==> config.mk <==
export PLATFORM = sky130hd
export DESIGN_NAME = wb_regfile_slave_flat
export DESIGN_NICKNAME = d
export VERILOG_FILES = /design/src/rtl/wb_regfile_pkg.sv /design/src/rtl/wb_regfile_slave_if.sv /design/src/rtl/wb_regfile_bank.sv /design/src/rtl/wb_regfile_slave.sv /design/src/flat_wrapper.sv
export SDC_FILE = /design/constraint.sdc
export NUM_CORES = 1
export LEC_CHECK = 0
export ABC_AREA = 1
export BUFFER_PORTS_ARGS = -buffer_cell sky130_fd_sc_hd__buf_2
export CAP_MARGIN = 15
export CORE_AREA = 3 3 148 208
export CTS_CLUSTER_SIZE = 40
export DETAILED_ROUTE_END_ITERATION = 8
export DIE_AREA = 0 0 151 211
export PLACE_DENSITY_LB_ADDON = 0.08
export SYNTH_ARGS = -nofsm -noshare
export SYNTH_HDL_FRONTEND = slang
export SYNTH_SLANG_ARGS = --single-unit
==> constraint.sdc <==
create_clock -name CLK_I -period 2.7 [get_ports CLK_I]
set_input_delay 0.54 -clock CLK_I [delete_from_list [all_inputs] [get_ports CLK_I]]
set_output_delay 0.54 -clock CLK_I [all_outputs]
set_load 0.005 [all_outputs]
==> src/rtl/wb_regfile_pkg.sv <==
// ============================================================================
// wb_regfile_pkg : shared FSM state encoding and lane-address helper
// Rev 1.0
// ============================================================================
`default_nettype none

package wb_regfile_pkg;

    localparam int c_cnt_w   = 3;
    localparam int c_max_wait = 7;

    typedef enum logic [1:0] {
        ST_IDLE = 2'd0,
        ST_WAIT = 2'd1,
        ST_RESP = 2'd2
    } wb_state_t;

    // Number of byte-select address bits below the word index.
    function automatic int lane_bits(input int data_w);
        return $clog2(data_w / 8);
    endfunction

endpackage

`default_nettype wire

==> src/rtl/wb_regfile_slave_if.sv <==
// ============================================================================
// wb_regfile_slave_if : Wishbone classic slave-side bus bundle
// Rev 1.0
// ============================================================================
`default_nettype none

interface wb_regfile_slave_if
    import wb_regfile_pkg::*;
#(
    parameter int DATA_W = 32,
    parameter int ADDR_W = 8
) ();

    logic                  CYC_I;
    logic                  STB_I;
    logic                  WE_I;
    logic                  CAB_I;
    logic [ADDR_W-1:0]     ADR_I;
    logic [DATA_W-1:0]     DAT_I;
    logic [DATA_W/8-1:0]   SEL_I;
    logic [DATA_W-1:0]     DAT_O;
    logic                  ACK_O;
    logic                  ERR_O;
    logic                  RTY_O;

    modport slave (
        input  CYC_I, STB_I, WE_I, CAB_I, ADR_I, DAT_I, SEL_I,
        output DAT_O, ACK_O, ERR_O, RTY_O
    );

    modport master (
        output CYC_I, STB_I, WE_I, CAB_I, ADR_I, DAT_I, SEL_I,
        input  DAT_O, ACK_O, ERR_O, RTY_O
    );

endinterface

`default_nettype wire

==> src/rtl/wb_regfile_bank.sv <==
// ============================================================================
// wb_regfile_bank : RW register array with byte-lane writes and read mux;
//                   top index reads the external status word
// Rev 1.0
// ============================================================================
`default_nettype none

module wb_regfile_bank
    import wb_regfile_pkg::*;
#(
    parameter int              DATA_W   = 32,
    parameter int              NUM_REGS = 8,
    parameter int              IDX_W    = 6,
    parameter logic [DATA_W-1:0] RST_VAL = '0
) (
    input  wire logic                     i_clk,
    input  wire logic                     i_rst_n,
    input  wire logic                     i_wr_en,
    input  wire logic [IDX_W-1:0]         i_wr_idx,
    input  wire logic [DATA_W-1:0]        i_wr_data,
    input  wire logic [DATA_W/8-1:0]      i_wr_sel,
    input  wire logic [IDX_W-1:0]         i_rd_idx,
    input  wire logic [DATA_W-1:0]        i_sts,
    output logic      [DATA_W-1:0]        o_rd_data,
    output logic      [NUM_REGS*DATA_W-1:0] o_regs
);

    localparam int c_lanes = DATA_W / 8;

    logic [DATA_W-1:0] w_rd_arr [NUM_REGS];

    for (genvar k = 0; k < NUM_REGS - 1; k++) begin : g_reg
        localparam logic [IDX_W-1:0] c_k = IDX_W'(k);
        logic [DATA_W-1:0] r_q;

        always_ff @(posedge i_clk or negedge i_rst_n) begin
            if (!i_rst_n) begin
                r_q <= RST_VAL;
            end else if (i_wr_en && (i_wr_idx == c_k)) begin
                for (int b = 0; b < c_lanes; b++) begin
                    if (i_wr_sel[b]) begin
                        r_q[b*8 +: 8] <= i_wr_data[b*8 +: 8];
                    end
                end
            end
        end

        assign w_rd_arr[k]                 = r_q;
        assign o_regs[k*DATA_W +: DATA_W]  = r_q;
    end

    // Status slot is not storage: reads see the live status input, the
    // flattened register view shows zero there.
    assign w_rd_arr[NUM_REGS-1]                       = i_sts;
    assign o_regs[(NUM_REGS-1)*DATA_W +: DATA_W]      = '0;

    always_comb begin
        o_rd_data = '0;
        for (int k = 0; k < NUM_REGS; k++) begin
            if (i_rd_idx == IDX_W'(k)) begin
                o_rd_data = w_rd_arr[k];
            end
        end
    end

endmodule

`default_nettype wire

==> src/rtl/wb_regfile_slave.sv <==
// ============================================================================
// wb_regfile_slave : Wishbone classic register-file slave with programmable
//                    wait states, status register and ERR termination
// Rev 1.0
// ============================================================================
`default_nettype none

module wb_regfile_slave
    import wb_regfile_pkg::*;
#(
    parameter int                DATA_W   = 32,
    parameter int                ADDR_W   = 8,
    parameter int                NUM_REGS = 8,
    parameter int                WAIT_CYC = 1,
    parameter logic [DATA_W-1:0] RST_VAL  = '0
) (
    input  wire logic                       CLK_I,
    input  wire logic                       RST_I,
    wb_regfile_slave_if.slave               wb,
    input  wire logic [DATA_W-1:0]          sts_i,
    output logic      [NUM_REGS*DATA_W-1:0] regs_o
);

    localparam int c_lb    = lane_bits(DATA_W);
    localparam int c_idx_w = ADDR_W - c_lb;

    localparam logic [c_idx_w:0]   c_num      = (c_idx_w + 1)'(NUM_REGS);
    localparam logic [c_idx_w-1:0] c_sts_idx  = c_idx_w'(NUM_REGS - 1);
    localparam logic [c_cnt_w-1:0] c_cnt_init = c_cnt_w'((WAIT_CYC > 0) ? (WAIT_CYC - 1) : 0);
    localparam logic [c_cnt_w-1:0] c_cnt_one  = c_cnt_w'(1);

    if (!(DATA_W == 8 || DATA_W == 16 || DATA_W == 32 || DATA_W == 64)) begin : g_bad_data_w
        $fatal(1, "wb_regfile_slave: DATA_W must be 8, 16, 32 or 64");
    end
    if (ADDR_W <= c_lb || ADDR_W > 31) begin : g_bad_addr_w
        $fatal(1, "wb_regfile_slave: ADDR_W too small for DATA_W or too large");
    end
    if (NUM_REGS < 2 || NUM_REGS > (1 << c_idx_w)) begin : g_bad_num_regs
        $fatal(1, "wb_regfile_slave: NUM_REGS outside 2..2**(ADDR_W-log2(DATA_W/8))");
    end
    if (WAIT_CYC < 0 || WAIT_CYC > c_max_wait) begin : g_bad_wait_cyc
        $fatal(1, "wb_regfile_slave: WAIT_CYC must be 0..7");
    end

    wb_state_t              r_state;
    logic [c_cnt_w-1:0]     r_cnt;
    logic                   r_we;
    logic [c_idx_w-1:0]     r_idx;
    logic [DATA_W-1:0]      r_dat;
    logic [DATA_W/8-1:0]    r_sel;
    logic                   r_resp_err;
    logic [DATA_W-1:0]      r_resp_data;
    logic                   r_ack;
    logic                   r_err;
    logic [DATA_W-1:0]      r_dat_o;

    logic                   w_req;
    logic [c_idx_w-1:0]     w_in_idx;
    logic                   w_in_idle;
    logic [c_idx_w-1:0]     w_cur_idx;
    logic [DATA_W-1:0]      w_cur_dat;
    logic [DATA_W/8-1:0]    w_cur_sel;
    logic                   w_cur_we;
    logic                   w_err;
    logic                   w_enter_resp;
    logic                   w_wr_en;
    logic [DATA_W-1:0]      w_rd_data;
    logic                   w_unused;

    assign w_req     = wb.CYC_I & wb.STB_I;
    assign w_in_idx  = wb.ADR_I[ADDR_W-1:c_lb];
    assign w_in_idle = (r_state == ST_IDLE);

    // With zero wait states the RESP-entry edge is the capture edge itself,
    // so the live bus fields stand in for the not-yet-captured copies.
    assign w_cur_idx = w_in_idle ? w_in_idx  : r_idx;
    assign w_cur_dat = w_in_idle ? wb.DAT_I  : r_dat;
    assign w_cur_sel = w_in_idle ? wb.SEL_I  : r_sel;
    assign w_cur_we  = w_in_idle ? wb.WE_I   : r_we;

    assign w_err = ({1'b0, w_cur_idx} >= c_num) || (w_cur_we && (w_cur_idx == c_sts_idx));

    assign w_enter_resp = w_req && ((w_in_idle && (WAIT_CYC == 0)) ||
                                    ((r_state == ST_WAIT) && (r_cnt == '0)));

    assign w_wr_en = w_enter_resp && w_cur_we && !w_err;

    wb_regfile_bank #(
        .DATA_W   (DATA_W),
        .NUM_REGS (NUM_REGS),
        .IDX_W    (c_idx_w),
        .RST_VAL  (RST_VAL)
    ) u_bank (
        .i_clk     (CLK_I),
        .i_rst_n   (RST_I),
        .i_wr_en   (w_wr_en),
        .i_wr_idx  (w_cur_idx),
        .i_wr_data (w_cur_dat),
        .i_wr_sel  (w_cur_sel),
        .i_rd_idx  (w_cur_idx),
        .i_sts     (sts_i),
        .o_rd_data (w_rd_data),
        .o_regs    (regs_o)
    );

    always_ff @(posedge CLK_I or negedge RST_I) begin
        if (!RST_I) begin
            r_state     <= ST_IDLE;
            r_cnt       <= '0;
            r_we        <= 1'b0;
            r_idx       <= '0;
            r_dat       <= '0;
            r_sel       <= '0;
            r_resp_err  <= 1'b0;
            r_resp_data <= '0;
            r_ack       <= 1'b0;
            r_err       <= 1'b0;
            r_dat_o     <= '0;
        end else begin
            r_ack   <= 1'b0;
            r_err   <= 1'b0;
            r_dat_o <= '0;

            if (w_enter_resp) begin
                r_resp_err  <= w_err;
                r_resp_data <= (w_cur_we || w_err) ? '0 : w_rd_data;
            end

            case (r_state)
                ST_IDLE: begin
                    if (w_req) begin
                        r_we  <= wb.WE_I;
                        r_idx <= w_in_idx;
                        r_dat <= wb.DAT_I;
                        r_sel <= wb.SEL_I;
                        if (WAIT_CYC == 0) begin
                            r_state <= ST_RESP;
                        end else begin
                            r_state <= ST_WAIT;
                            r_cnt   <= c_cnt_init;
                        end
                    end
                end
                ST_WAIT: begin
                    if (!w_req) begin
                        r_state <= ST_IDLE;
                        r_cnt   <= '0;
                    end else if (r_cnt == '0) begin
                        r_state <= ST_RESP;
                    end else begin
                        r_cnt <= r_cnt - c_cnt_one;
                    end
                end
                ST_RESP: begin
                    r_ack   <= !r_resp_err;
                    r_err   <= r_resp_err;
                    r_dat_o <= r_resp_data;
                    r_state <= ST_IDLE;
                end
                default: begin
                    r_state <= ST_IDLE;
                end
            endcase
        end
    end

    assign wb.ACK_O = r_ack;
    assign wb.ERR_O = r_err;
    assign wb.RTY_O = 1'b0;
    assign wb.DAT_O = r_dat_o;

    assign w_unused = ^{wb.CAB_I, wb.ADR_I};

endmodule

`default_nettype wire

==> src/flat_wrapper.sv <==
// flat-port wrapper written by rule: the top's interface ports become plain ports
module wb_regfile_slave_flat import wb_regfile_pkg::*;
#(
    parameter int                DATA_W   = 32,
    parameter int                ADDR_W   = 8,
    parameter int                NUM_REGS = 8,
    parameter int                WAIT_CYC = 1,
    parameter logic [DATA_W-1:0] RST_VAL  = '0
)
  (CLK_I, RST_I, sts_i, regs_o, wb_CYC_I, wb_STB_I, wb_WE_I, wb_CAB_I, wb_ADR_I, wb_DAT_I, wb_SEL_I, wb_DAT_O, wb_ACK_O, wb_ERR_O, wb_RTY_O);
  wb_regfile_slave_if #(.DATA_W(DATA_W), .ADDR_W(ADDR_W)) wb_i ();
  input  wire logic CLK_I;
  input  wire logic RST_I;
  input  wire logic [DATA_W-1:0] sts_i;
  output logic      [NUM_REGS*DATA_W-1:0] regs_o;
  input wire logic [$bits(wb_i.CYC_I)-1:0] wb_CYC_I;
  input wire logic [$bits(wb_i.STB_I)-1:0] wb_STB_I;
  input wire logic [$bits(wb_i.WE_I)-1:0] wb_WE_I;
  input wire logic [$bits(wb_i.CAB_I)-1:0] wb_CAB_I;
  input wire logic [$bits(wb_i.ADR_I)-1:0] wb_ADR_I;
  input wire logic [$bits(wb_i.DAT_I)-1:0] wb_DAT_I;
  input wire logic [$bits(wb_i.SEL_I)-1:0] wb_SEL_I;
  output wire logic [$bits(wb_i.DAT_O)-1:0] wb_DAT_O;
  output wire logic [$bits(wb_i.ACK_O)-1:0] wb_ACK_O;
  output wire logic [$bits(wb_i.ERR_O)-1:0] wb_ERR_O;
  output wire logic [$bits(wb_i.RTY_O)-1:0] wb_RTY_O;
  assign wb_i.CYC_I = wb_CYC_I;
  assign wb_i.STB_I = wb_STB_I;
  assign wb_i.WE_I = wb_WE_I;
  assign wb_i.CAB_I = wb_CAB_I;
  assign wb_i.ADR_I = wb_ADR_I;
  assign wb_i.DAT_I = wb_DAT_I;
  assign wb_i.SEL_I = wb_SEL_I;
  assign wb_DAT_O = wb_i.DAT_O;
  assign wb_ACK_O = wb_i.ACK_O;
  assign wb_ERR_O = wb_i.ERR_O;
  assign wb_RTY_O = wb_i.RTY_O;
  wb_regfile_slave #(.DATA_W(DATA_W), .ADDR_W(ADDR_W), .NUM_REGS(NUM_REGS), .WAIT_CYC(WAIT_CYC), .RST_VAL(RST_VAL)) u_core (.CLK_I(CLK_I), .RST_I(RST_I), .wb(wb_i), .sts_i(sts_i), .regs_o(regs_o));
endmodule
==> run summary, run 1 <==
================================================================================
Run status                                                          finished clean
Count of final max-slew check failures                                         0
End of the worst register-to-register path                          u_core.r_resp_data[20]
Cell area after synthesis                                             0.0156 mm2
CTS tree                                                                   built
Worst slew slack as a fraction of its limit                                0.243
Power Density                                                         605 mW/mm2
Element type at the critical path end                                  flip-flop
Switching power                                                          2.79 mW
Post-synth cell types                                                         34
Post-layout min period                                                   2.49 ns
HP Start                                                             wb_ADR_I[6]
Max rail drop VDD                                                       0.462 mV
Total routed wirelength                                                  46.9 mm
Proportion of layout cells with a drive suffix above 1                     0.234
Synthesized netlist cell count                                              1803
Combined global-route utilization of all metal layers                      0.289
CTS clock-pin slew for the worst setup and hold paths                    0.06 ns
DPL Wire Length                                                          34.1 mm
Post-synthesis compound-gate area fraction                                 0.125
Resized cells post-CTS                                                         0
GR Overflow Total                                                              0
Number of inserted diodes                                                      0
Die H                                                                     211 um
Internal power                                                           8.52 mW
Post-Synth XOR/XNOR Area                                                0.000562
Minimum setup slack after placement                                     0.157 ns
TritonCTS Sinks                                                              339
Leakage dissipation                                                      10.2 nW
Global-route wire length before repair                                   71.1 mm
Via density per instance                                                    5.32
Area enclosed by the die boundary                                     0.0319 mm2
Clock network latency to the later pin of the worst-skew pair            0.53 ns
Final setup skew                                                      0.00925 ns
Storage cell area                                                    0.00848 mm2
Sequential area share after synthesis                                      0.544
Synth Area in Simple Gates                                                 0.238
Number of antenna violations at the first check in global routing              2
Largest family of logic cells by synthesized area                   simple AND/OR/NAND/NOR gates
Maximum number of pins on one net before global-route repair                  75
Worst Hold Endpoint                                                 u_core.r_idx[4]
Fraction of synthesized cell area taken by the top area cell type          0.544
Combinational fraction of design power                                     0.089
Number of detailed-route iterations in the first pass                          5
Synth area leader                                                   sky130_fd_sc_hd__dfrtp_1
Number of vias in the routed layout                                        13500
Core area                                                             0.0291 mm2
Number of rows in the core area                                               74
Number of buffers on the longest clock path                                    3
Routability-driven placement congestion ratio                              0.891
Worst Reg-to-Reg Cells                                                        11
Critical register-to-register path startpoint                       u_core.r_state[1]
CP Max Fanout                                                                 27
Switching share of power                                                   0.246
Dominant cells by area after synthesis                              sky130_fd_sc_hd__dfrtp_1 54%, sky130_fd_sc_hd__nand2_1 13%, sky130_fd_sc_hd__o21ai_1 7.2%, sky130_fd_sc_hd__inv_1 3.4%, sky130_fd_sc_hd__nand4_1 2.8%
Area growth syn-to-layout                                                  19.9%
Flop and latch count out of synthesis                                        339
Cell with the most instances after synthesis                        sky130_fd_sc_hd__nand2_1
Part of the cycle the worst path needs                                     0.923
Count of nets left with antenna violations after detail routing                0
Count of endpoints failing setup in the final report                           0
Final net count                                                             2217
Top post-synthesis cells by count                                   550 x sky130_fd_sc_hd__nand2_1, 339 x sky130_fd_sc_hd__dfrtp_1, 225 x sky130_fd_sc_hd__o21ai_1
Worst Hold Path Cells                                                          3
Crit path DAT                                                            2.95 ns
Proportion of synthesized area in mux cells                              0.00193
Post-synthesis adder-cell area fraction                                  0.00161
Filler Cells Inserted                                                       2525
Post-synth EDFFs                                                               0
Die X-Extent                                                              151 um
Area used by multi-input combinational logic                         0.00587 mm2
Top achievable clock speed                                               401 MHz
Number of I/O port buffers                                                   336
Yosys warning total                                                            0
Maximum level of the CTS H-tree                                                2
Synth Area per Inst                                                     8.64 um2
Critical path start-end classification                                reg -> reg
Fraction of power consumed by sequential logic                             0.468
Number of max-cap violations                                                   0
Dominant register cell in the synthesized netlist                   sky130_fd_sc_hd__dfrtp_1
Final routed wire length divided by cell count                           18.5 um
Register-to-register setup slack                                         0.21 ns
Path class of the lowest-slack min-delay path                          in -> reg
Number of global-route vias before repair                                  12700
Total negative setup slack                                                  0 ns
Number of clock buffers inserted by TritonCTS                                 35
Relative contribution of the clock network to total power                  0.443
Setup repair after global routing missed its margin                           no
Setup WS post-layout                                                    0.208 ns
Number of ports placed on the die boundary                                   373
Startpoint class of the critical path                                  flip-flop
Drc violations                                                                 0
Required arrival time at the worst endpoint                              3.16 ns
Asr flop ratio synth                                                        1.00
CTS root buffer                                                     sky130_fd_sc_hd__clkbuf_16
Initial core utilization                                                   0.536
Measured slew at the worst slew-check pin                                1.12 ns
Final hold violation count                                                     0
DR iter-0 viols                                                              841
================================================================================
power by group through the flow:
| stage | clock network, mW | logic, mW | registers [mW] |
|---|---|---|---|
| after global placement | 0 | 0.985 | 5.37 |
| final | 5.01 | 1.01 | 5.29 |
| after global routing | 5.30 | 1.12 | 5.30 |
| after floorplan | 0 | 0.594 | 5.36 |
| after detailed placement | 0 | 1.00 | 5.38 |
| after CTS | 5.10 | 1.00 | 5.29 |
worst max-delay path by stage:
| stage | slack [ns] | end | start | cells past startpoint |
|---|---|---|---|---|
| CTS | 0.14 | u_core.r_resp_data[20] | u_core.r_state[1] | 11 |
| global route | 0.02 | u_core.r_resp_data[1] | u_core.r_state[1] | 11 |
| global placement | 0.19 | u_core.r_resp_data[20] | u_core.r_state[1] | 11 |
| detailed placement | 0.16 | u_core.r_resp_data[20] | u_core.r_state[1] | 11 |
| finish | 0.21 | u_core.r_resp_data[20] | u_core.r_state[1] | 11 |
| floorplan | 0.64 | u_core.u_bank.g_reg[0].r_q[14] | wb_ADR_I[7] | 12 |
cell usage in the layout (no fill, tap or decap), types with 8 or more instances in the layout:
cell type                   synthesis  final
sky130_fd_sc_hd__inv_1            140    139
sky130_fd_sc_hd__conb_1             1     33
sky130_fd_sc_hd__nand2_1          550    550
sky130_fd_sc_hd__dfrtp_1          339    339
sky130_fd_sc_hd__buf_2             11    335
sky130_fd_sc_hd__buf_4             35     41
sky130_fd_sc_hd__nand3_1           40     40
sky130_fd_sc_hd__clkbuf_16          0     37
sky130_fd_sc_hd__inv_2              7      8
sky130_fd_sc_hd__o21ai_0           71     71
sky130_fd_sc_hd__nand4_1           71     71
sky130_fd_sc_hd__o21ai_1          225    225
sky130_fd_sc_hd__nor2_1            99     98
sky130_fd_sc_hd__a21oi_1           64     64
sky130_fd_sc_hd__nand2_4           31     31
worst max-delay path, cell delays in order (launching register included):
cell,delay [ns]
sky130_fd_sc_hd__dfrtp_1,0.46
sky130_fd_sc_hd__nor2_4,0.26
sky130_fd_sc_hd__buf_4,0.16
sky130_fd_sc_hd__nand3b_2,0.11
sky130_fd_sc_hd__a21oi_2,0.25
sky130_fd_sc_hd__inv_2,0.12
sky130_fd_sc_hd__nor2_4,0.22
sky130_fd_sc_hd__buf_4,0.38
sky130_fd_sc_hd__a21oi_1,0.07
sky130_fd_sc_hd__nand4_1,0.22
sky130_fd_sc_hd__nand2_1,0.08
sky130_fd_sc_hd__nand2_1,0.06
timing repair:
action                                 4_1_cts  5_1_grt
hold buffers                                 1        0
setup buffers                                0        5
endpoints found under the hold margin       47        0
setup endpoints to repair                    0       33
logic make-up (layout without fill, tap and decap cells):
| logic type | count (synthesis) | in the layout |
|---|---|---|
| buf+inv | 270 | 589 |
| xor+xnor | 1 | 1 |
| simple gates | 813 | 813 |
| flops | 339 | 339 |
| fa+ha+maj | 2 | 2 |
| other cells | 1 | 33 |
| compound gates | 374 | 374 |
| mux | 3 | 3 |
metal layers:
| metal | vias up | track usage | share of wire |
|---|---|---|---|
| li1 | 6423 | - | - |
| met1 | 6410 | 0.360 | 0.37 |
| met2 | 541 | 0.496 | 0.50 |
| met3 | 91 | 0.0595 | 0.087 |
| met4 | 4 | 0.109 | 0.037 |
| met5 | - | 0 | 0.00045 |
stage by stage:
stage | std cells | hold slack, ns | power [mW] | instance area, um2 | util
finish | 2534 | 0.240 | 11.3 | 18700 | 0.643
global route | 2534 | 0.262 | 11.7 | 18700 | 0.643
CTS | 2529 | 0.221 | 11.4 | 18600 | 0.641
detailed placement | 2470 | 0.428 | 6.38 | 17400 | 0.600
global placement | 2470 | 0.422 | 6.36 | 17400 | 0.600
floorplan | 1835 | 0.244 | 5.96 | 15700 | -
final cells by class:
type	count	share of cell area
clock buffers	48	0.0555
clock inverters	10	0.00804
inverters	148	0.0297
multi-input cells	1226	0.314
flip-flops and latches	339	0.454
well taps	380	0.0255
repair buffers	383	0.113
flip-flops by register name, summed over array words and instances (netlist names), 2 cells and up:
name,count
u_core.r_resp_data,32
u_core.r_state,2
u_core.r_cnt,3
u_core.u_bank.g.r_q,224
u_core.r_dat,32
u_core.r_idx,6
u_core.wb.DAT_O,32
u_core.r_sel,4
Power figures use the tool's default switching activity.
==> run 2: changes to the inputs <==
--- a/config.mk
+++ b/config.mk
@@ -8,11 +8,12 @@
 export ABC_AREA = 1
 export BUFFER_PORTS_ARGS = -buffer_cell sky130_fd_sc_hd__buf_2
 export CAP_MARGIN = 15
-export CORE_AREA = 3 3 148 208
+export CORE_AREA = 3 3 149 209
 export CTS_CLUSTER_SIZE = 40
 export DETAILED_ROUTE_END_ITERATION = 8
-export DIE_AREA = 0 0 151 211
+export DIE_AREA = 0 0 152 212
 export PLACE_DENSITY_LB_ADDON = 0.08
 export SYNTH_ARGS = -nofsm -noshare
 export SYNTH_HDL_FRONTEND = slang
+export SYNTH_HIERARCHICAL = 1
 export SYNTH_SLANG_ARGS = --single-unit
==> constraint.sdc (replaced) <==
create_clock -name CLK_I -period 2.3 [get_ports CLK_I]
set_input_delay 0.46 -clock CLK_I [delete_from_list [all_inputs] [get_ports CLK_I]]
set_output_delay 0.46 -clock CLK_I [all_outputs]
set_load 0.005 [all_outputs]
==> run summary, run 2 <==
==================================================================================
Synth area leader                                                     sky130_fd_sc_hd__dfrtp_1
Total routed wirelength                                                    49.9 mm
Yosys warning total                                                              6
Synthesized netlist cell count                                                1954
Setup WS post-layout                                                     -0.240 ns
Maximum level of the CTS H-tree                                                  2
End of the worst register-to-register path                            u_core/u_bank/g_reg[3].r_q[20]
Path class of the lowest-slack min-delay path                            in -> reg
Synth Area per Inst                                                       8.08 um2
Maximum number of pins on one net before global-route repair                    73
Leakage dissipation                                                        10.5 nW
Flip-flop count of the largest register, all copies and words added            224
Storage cell area                                                      0.00848 mm2
Initial core utilization                                                     0.540
Number of antenna violations at the first check in global routing                0
Fraction of synthesized cell area taken by the top area cell type            0.537
Post-synth cell types                                                           28
Filler Cells Inserted                                                         2463
Worst Hold Endpoint                                                   u_core/r_sel[2]
Relative contribution of the clock network to total power                    0.420
GR Overflow Total                                                                0
Proportion of layout cells with a drive suffix above 1                       0.262
Number of rows in the core area                                                 74
Flop and latch count out of synthesis                                          339
Number of max-cap violations                                                     0
Post-synth EDFFs                                                                 0
Final net count                                                               2446
Register-to-register setup slack                                          -0.24 ns
Instance count after placement with tap cells included                        2679
Max rail drop VDD                                                         0.578 mV
Via density per instance                                                      5.36
Count of final max-slew check failures                                           0
Cell area after synthesis                                               0.0158 mm2
Area used by multi-input combinational logic                           0.00623 mm2
Asr flop ratio synth                                                          1.00
Final setup skew                                                         0.0149 ns
Number of I/O port buffers                                                     336
Die X-Extent                                                                152 um
Drc violations                                                                   0
Setup repair after global routing missed its margin                            yes
Part of the cycle the worst path needs                                        1.10
Required arrival time at the worst endpoint                                2.70 ns
Final routed wire length divided by cell count                             18.0 um
Die H                                                                       212 um
Most used cells in the layout excluding fill and tap cells            622 x sky130_fd_sc_hd__nand2_1, 338 x sky130_fd_sc_hd__dfrtp_1, 335 x sky130_fd_sc_hd__buf_2, 271 x sky130_fd_sc_hd__o21ai_0, 173 x sky130_fd_sc_hd__inv_1
Internal power                                                             10.0 mW
Critical register-to-register path startpoint                         u_core/r_state[1]
Area enclosed by the die boundary                                       0.0322 mm2
Combined global-route utilization of all metal layers                        0.294
Element type at the critical path end                                    flip-flop
Clock network latency to the later pin of the worst-skew pair              0.53 ns
Routability-driven placement congestion ratio                                0.912
Combinational fraction of design power                                       0.119
Most common cell after layout, fill and taps aside                    sky130_fd_sc_hd__nand2_1
Min Hold Slack                                                            0.187 ns
DR iter-0 viols                                                               1356
Register ranked first by flip-flop count                              u_core/u_bank/g.r_q
Count of endpoints failing setup in the final report                           252
Area growth syn-to-layout                                                    28.5%
Number of detailed-route iterations in the first pass                            6
Final hold violation count                                                       0
CTS tree                                                                     built
Count of nets left with antenna violations after detail routing                  0
Sequential area share after synthesis                                        0.537
Top post-synthesis cells by count                                     641 x sky130_fd_sc_hd__nand2_1, 339 x sky130_fd_sc_hd__dfrtp_1, 286 x sky130_fd_sc_hd__o21ai_0
Power Density                                                           665 mW/mm2
Cell Count, Final, Fillers Out                                                2766
Number of clock buffers inserted by TritonCTS                                   34
Fraction of power consumed by sequential logic                               0.461
Post-layout min period                                                     2.54 ns
Measured slew at the worst slew-check pin                                 0.529 ns
Number of global-route vias before repair                                    13300
Dominant cells by area after synthesis                                sky130_fd_sc_hd__dfrtp_1 54%, sky130_fd_sc_hd__nand2_1 15%, sky130_fd_sc_hd__o21ai_0 9.1%, sky130_fd_sc_hd__inv_1 4.3%, sky130_fd_sc_hd__nand4_1 4.2%
CTS clock-pin slew for the worst setup and hold paths                      0.06 ns
CP Max Fanout                                                                    8
Switching power                                                            3.48 mW
Minimum setup slack after placement                                     -0.0890 ns
Worst slew slack as a fraction of its limit                                  0.647
CTS root buffer                                                       sky130_fd_sc_hd__clkbuf_16
Crit path DAT                                                              2.93 ns
Top achievable clock speed                                                 394 MHz
Violations in the final reports                                       setup timing
Global-route wire length before repair                                     75.0 mm
DPL Wire Length                                                            36.0 mm
Startpoint class of the critical path                                    flip-flop
TritonCTS Sinks                                                                339
Number of vias in the routed layout                                          14800
Critical path start-end classification                                  reg -> reg
Switching share of power                                                     0.258
Number of inserted diodes                                                        0
Number of ports placed on the die boundary                                     373
HP Start                                                               wb_SEL_I[2]
Cell with the most instances after synthesis                          sky130_fd_sc_hd__nand2_1
Run status                                                            complete, but fails checks
Dominant register cell in the synthesized netlist                     sky130_fd_sc_hd__dfrtp_1
Number of buffers on the longest clock path                                      3
Critical Path Source                                                  u_core/r_state[1]
Core area                                                               0.0293 mm2
Worst Reg-to-Reg Cells                                                          15
Worst Hold Path Cells                                                            3
==================================================================================
run 2: cell types whose count changed after synthesis, moves of 24 or more:
| cell | delta |
|---|---|
| sky130_fd_sc_hd__buf_2 | +24 |
| sky130_fd_sc_hd__nand2_4 | -31 |
| sky130_fd_sc_hd__o21ai_1 | -205 |
| sky130_fd_sc_hd__a21oi_1 | -55 |
| sky130_fd_sc_hd__nand3b_1 | +33 |
| sky130_fd_sc_hd__nand4_1 | +34 |
| sky130_fd_sc_hd__o21ai_0 | +215 |
| sky130_fd_sc_hd__inv_1 | +40 |
| sky130_fd_sc_hd__nor2_1 | +32 |
| sky130_fd_sc_hd__nand2_1 | +91 |
run 2: worst max-delay path by stage:
stage	endpoint	depth (start not counted)
3_3_place_gp	u_core/u_bank/g_reg[2].r_q[5]	10
5_1_grt	u_core/u_bank/g_reg[3].r_q[23]	15
6_report	u_core/u_bank/g_reg[3].r_q[20]	15
3_5_place_dp	u_core/u_bank/g_reg[2].r_q[2]	10
2_1_floorplan	u_core/r_resp_data[11]	18
4_1_cts	u_core/r_resp_data[4]	16
run 2: final cells by class:
| class | count | area share |
|---|---|---|
| Clock inverter | 4 | 0.00240 |
| Clock buffer | 56 | 0.0541 |
| Timing Repair Buffer | 474 | 0.160 |
| Sequential cell | 339 | 0.418 |
| Multi-Input combinational cell | 1324 | 0.307 |
| Tap cell | 380 | 0.0234 |
| Inverter | 189 | 0.0353 |
run 2: kinds of logic (layout without fill, tap and decap cells):
group,Yosys count,after routing,share of synthesized area
compound gates,320,320,0.102
fa+ha+maj,2,2,0.00158
buf+inv,322,723,0.0932
flops,339,339,0.537
other cells,2,33,0.000476
simple gates,969,969,0.265
run 2: repair_timing:
item / 4_1_cts / 5_1_grt
setup buffers: 3 / 18
resized for setup: 13 / 133
gates cloned: 0 / 5
pin swaps: 2 / 50
hold buffers: 1 / 0
endpoints found under the hold margin: 46 / 0
setup endpoints to repair: 107 / 255
run 2: metal layers:
metal  vias to the layer above  wire length [um]  global-route usage  part of all wire
met3                       120              3890              0.0452             0.078
met4                         0              2130               0.116             0.043
met5                         -                 0                   0                 0
met1                      6993             20800               0.417              0.42
li1                       7017                 -                   -                 -
met2                       707             23100               0.459              0.46
run 2: worst max-delay path, cell delays in order (launching register included):
cell and delay (ns):
sky130_fd_sc_hd__dfrtp_2 0.44, sky130_fd_sc_hd__nor2_4 0.24, sky130_fd_sc_hd__nand2_2 0.08, sky130_fd_sc_hd__nand2_2 0.08, sky130_fd_sc_hd__buf_4 0.11, sky130_fd_sc_hd__nand3_1 0.08, sky130_fd_sc_hd__nor2_1 0.16, sky130_fd_sc_hd__nand2_1 0.12
sky130_fd_sc_hd__nor2_4 0.23, sky130_fd_sc_hd__buf_4 0.16, sky130_fd_sc_hd__nand3_2 0.09, sky130_fd_sc_hd__nor2_4 0.20, sky130_fd_sc_hd__nand2_2 0.12, sky130_fd_sc_hd__buf_4 0.17, sky130_fd_sc_hd__nand2_1 0.05, sky130_fd_sc_hd__o21ai_0 0.08
run 2: metrics by stage:
step | TNS (ns) | power, mW | utilization | area [um2]
3_5_place_dp | -4.39 | 7.73 | 0.630 | 18400
6_report | -33.69 | 13.5 | 0.694 | 20300
4_1_cts | -0.0392 | 13.4 | 0.672 | 19700
3_3_place_gp | -1.60 | 7.69 | 0.630 | 18400
5_1_grt | -61.40 | 14.0 | 0.694 | 20300
2_1_floorplan | 0 | 7.12 | - | 15900
run 2: power groups by stage:
stage | clock, mW | sequential [mW] | combinational [mW]
finish | 5.67 | 6.21 | 1.61
global route | 6.01 | 6.23 | 1.76
CTS | 5.76 | 6.21 | 1.44
detailed placement | 0 | 6.32 | 1.41
global placement | 0 | 6.31 | 1.38
floorplan | 0 | 6.30 | 0.814
==> run 3: changes to the inputs <==
--- a/config.mk
+++ b/config.mk
@@ -5,13 +5,12 @@
 export SDC_FILE = /design/constraint.sdc
 export NUM_CORES = 1
 export LEC_CHECK = 0
-export ABC_AREA = 1
 export BUFFER_PORTS_ARGS = -buffer_cell sky130_fd_sc_hd__buf_2
 export CAP_MARGIN = 15
-export CORE_AREA = 3 3 149 209
+export CORE_AREA = 3 3 150 210
 export CTS_CLUSTER_SIZE = 40
 export DETAILED_ROUTE_END_ITERATION = 8
-export DIE_AREA = 0 0 152 212
+export DIE_AREA = 0 0 153 213
 export PLACE_DENSITY_LB_ADDON = 0.08
 export SYNTH_ARGS = -nofsm -noshare
 export SYNTH_HDL_FRONTEND = slang
==> run summary, run 3 <==
==================================================================================
Cell with the most instances after synthesis                          sky130_fd_sc_hd__dfrtp_1
Number of rows in the core area                                                 75
Internal power                                                             10.6 mW
Top layer reached by signal wires                                             met5
Post-synth EDFFs                                                                 0
GR Overflow Total                                                                0
Element type at the critical path end                                    flip-flop
Count of final max-slew check failures                                           0
Post-layout total power                                                    14.3 mW
Core area                                                               0.0299 mm2
Setup WS post-layout                                                     -0.631 ns
Number of max-cap violations                                                     0
Post-Layout Inst Area                                                   0.0222 mm2
Global-route wire length before repair                                     78.6 mm
CTS root buffer                                                       sky130_fd_sc_hd__clkbuf_16
Combined global-route utilization of all metal layers                        0.319
Dominant register cell in the synthesized netlist                     sky130_fd_sc_hd__dfrtp_1
Flip-flop count of the largest register, all copies and words added            224
Area growth syn-to-layout                                                    39.0%
Synthesized netlist cell count                                                1201
Die H                                                                       213 um
Run status                                                            complete, but fails checks
Number of detailed-route iterations in the first pass                            5
Number of global-route vias before repair                                    12800
Dominant cells by area after synthesis                                sky130_fd_sc_hd__dfrtp_1 53%, sky130_fd_sc_hd__mux2_2 22%, sky130_fd_sc_hd__mux2i_1 2.6%, sky130_fd_sc_hd__a22o_1 1.8%, sky130_fd_sc_hd__buf_4 1.6%
Drc violations                                                                   0
Crit path DAT                                                              3.33 ns
Leakage dissipation                                                        11.6 nW
Setup repair after global routing missed its margin                            yes
Initial core utilization                                                     0.533
Power Density                                                           645 mW/mm2
Utilization of the core after routing                                        0.741
Total routed wirelength                                                    53.5 mm
Flop and latch count out of synthesis                                          339
Via density per instance                                                      5.88
CTS tree                                                                     built
HP Start                                                               wb_SEL_I[3]
Final hold violation count                                                       0
DPL Wire Length                                                            36.7 mm
Top post-synthesis cells by count                                     339 x sky130_fd_sc_hd__dfrtp_1, 317 x sky130_fd_sc_hd__mux2_2, 41 x sky130_fd_sc_hd__mux2i_1
Register ranked first by flip-flop count                              u_core/u_bank/g.r_q
Critical register-to-register path startpoint                         u_core/r_state[0]
Number of ports placed on the die boundary                                     373
Max rail drop VDD                                                         0.646 mV
Total length of routed met2 wires                                          26.7 mm
Post-layout min period                                                     2.93 ns
CP Max Fanout                                                                    7
Measured slew at the worst slew-check pin                                 0.520 ns
CTS clock-pin slew for the worst setup and hold paths                      0.07 ns
Top achievable clock speed                                                 341 MHz
Cell area after synthesis                                               0.0160 mm2
Maximum level of the CTS H-tree                                                  2
Part of the cycle the worst path needs                                        1.27
Final setup skew                                                        0.00949 ns
Total negative setup slack                                              -135.07 ns
Final net count                                                               1772
Number of vias in the routed layout                                          12400
Cell Count, Final, Fillers Out                                                2100
Startpoint class of the critical path                                    flip-flop
Clock network latency to the later pin of the worst-skew pair              0.52 ns
Instance count after placement with tap cells included                        2004
DR iter-0 viols                                                                781
Yosys warning total                                                              6
Violations in the final reports                                       setup timing
Most used cells in the layout excluding fill and tap cells            339 x sky130_fd_sc_hd__dfrtp_1, 335 x sky130_fd_sc_hd__buf_2, 265 x sky130_fd_sc_hd__mux2_2, 103 x sky130_fd_sc_hd__buf_4, 72 x sky130_fd_sc_hd__mux2_4
Post-synth cell types                                                           56
Worst slew slack as a fraction of its limit                                  0.653
Relative contribution of the clock network to total power                    0.413
Final routed wire length divided by cell count                             25.5 um
Maximum number of pins on one net before global-route repair                    66
Detailed-route wire length on metal 1                                      20.9 mm
Most common cell after layout, fill and taps aside                    sky130_fd_sc_hd__dfrtp_1
Fraction of synthesized cell area taken by the top area cell type            0.532
Number of buffers on the longest clock path                                      3
Synth Area per Inst                                                       13.3 um2
Critical path start-end classification                                  reg -> reg
Switching power                                                            3.68 mW
Combinational fraction of design power                                       0.152
Routed met3 length                                                         3.62 mm
Register-to-register setup slack                                          -0.63 ns
Routability-driven placement congestion ratio                                0.867
Number of I/O port buffers                                                     336
TritonCTS Sinks                                                                339
Synth area leader                                                     sky130_fd_sc_hd__dfrtp_1
Path class of the lowest-slack min-delay path                            in -> reg
Critical Path Source                                                  u_core/r_state[0]
Required arrival time at the worst endpoint                                2.70 ns
Fraction of power consumed by sequential logic                               0.435
Switching share of power                                                     0.257
Sequential area share after synthesis                                        0.532
Number of antenna violations at the first check in global routing                4
Asr flop ratio synth                                                          1.00
Area after detailed placement                                           0.0197 mm2
Die X-Extent                                                                153 um
Area enclosed by the die boundary                                       0.0326 mm2
Number of clock buffers inserted by TritonCTS                                   35
Count of nets left with antenna violations after detail routing                  0
Count of endpoints failing setup in the final report                           256
Proportion of layout cells with a drive suffix above 1                       0.620
==================================================================================
run 3: cell types whose count changed in the layout (fill, tap and decap cells not counted), moves of 25 or more:
cell	change
sky130_fd_sc_hd__a22o_1	+32
sky130_fd_sc_hd__nor2_1	-81
sky130_fd_sc_hd__buf_4	+32
sky130_fd_sc_hd__o21ai_0	-263
sky130_fd_sc_hd__mux2_4	+72
sky130_fd_sc_hd__nand4_1	-103
sky130_fd_sc_hd__inv_1	-168
sky130_fd_sc_hd__and2_1	+33
sky130_fd_sc_hd__o21ai_1	-25
sky130_fd_sc_hd__mux2_2	+265
sky130_fd_sc_hd__mux2i_1	+39
sky130_fd_sc_hd__nand3b_1	-30
sky130_fd_sc_hd__nand2_1	-605
run 3: metrics by stage:
stage	worst slack (ns)	hold WS [ns]
after floorplan	-0.578	0.164
after global placement	-0.841	0.408
after detailed placement	-0.882	0.413
after CTS	-0.693	0.168
after global routing	-0.699	0.176
final	-0.631	0.183
run 3: worst paths after layout:
path                            cells past startpoint                             end
worst max-delay path                               10  u_core/u_bank/g_reg[0].r_q[10]
worst min-delay path                                2                 u_core/r_sel[3]
worst max register to register                     10  u_core/u_bank/g_reg[0].r_q[10]
worst min register to register                      1             u_core/wb.DAT_O[13]
max in group asynchronous                           3                u_core/r_dat[21]
min in group asynchronous                           2                 u_core/wb.ERR_O
run 3: power by group through the flow:
stage,registers (mW),logic [mW],clock network (mW)
finish,6.22,2.18,5.91
global route,6.23,2.29,6.26
CTS,6.22,2.05,6.00
detailed placement,6.33,1.81,0
global placement,6.31,1.78,0
floorplan,6.30,1.03,0
run 3: worst max-delay path: stages, from the launching register on:
cell and delay (ns):
sky130_fd_sc_hd__dfrtp_1 0.39, sky130_fd_sc_hd__or4_1 0.49, sky130_fd_sc_hd__o31a_1 0.14, sky130_fd_sc_hd__or4_4 0.51
sky130_fd_sc_hd__nor3_4 0.19, sky130_fd_sc_hd__nor2b_4 0.25, sky130_fd_sc_hd__buf_12 0.18, sky130_fd_sc_hd__nand2_8 0.06
sky130_fd_sc_hd__nor2_8 0.14, sky130_fd_sc_hd__buf_12 0.15, sky130_fd_sc_hd__mux2_4 0.30
run 3: cell families after synthesis:
| group | after synthesis | share of synthesized area |
|---|---|---|
| adder cells (fa/ha/maj) | 2 | 0.00157 |
| multiplexers | 379 | 0.270 |
| buffers and inverters | 111 | 0.0391 |
| flip-flops | 339 | 0.532 |
| AO/OA/AOI/OAI | 166 | 0.0761 |
| AND/OR/NAND/NOR | 202 | 0.0807 |
| other | 2 | 0.000471 |
run 3: cell type report:
class | instances | area, um2
Fill cell | 2010 | 7760
Clock inverter | 14 | 181
Tap cell | 385 | 482
Clock buffer | 48 | 1010
Timing Repair Buffer | 522 | 3850
Inverter | 6 | 22.5
Antenna cell | 2 | 5.00
Sequential cell | 339 | 8480
Multi-Input combinational cell | 784 | 8140
run 3: timing repair:
item / CTS / global route
hold endpoints to repair: 43 / 0
gates resized for setup: 115 / 80
setup buffers: 25 / 8
gates cloned: 7 / 0
pin swaps: 54 / 56
hold buffers: 1 / 0
endpoints found under the setup margin: 256 / 256
run 3: metal layers:
metal,track usage,up-vias
met1,0.408,6352
met2,0.534,547
met5,0,-
met3,0.0562,118
li1,-,5329
met4,0.148,4
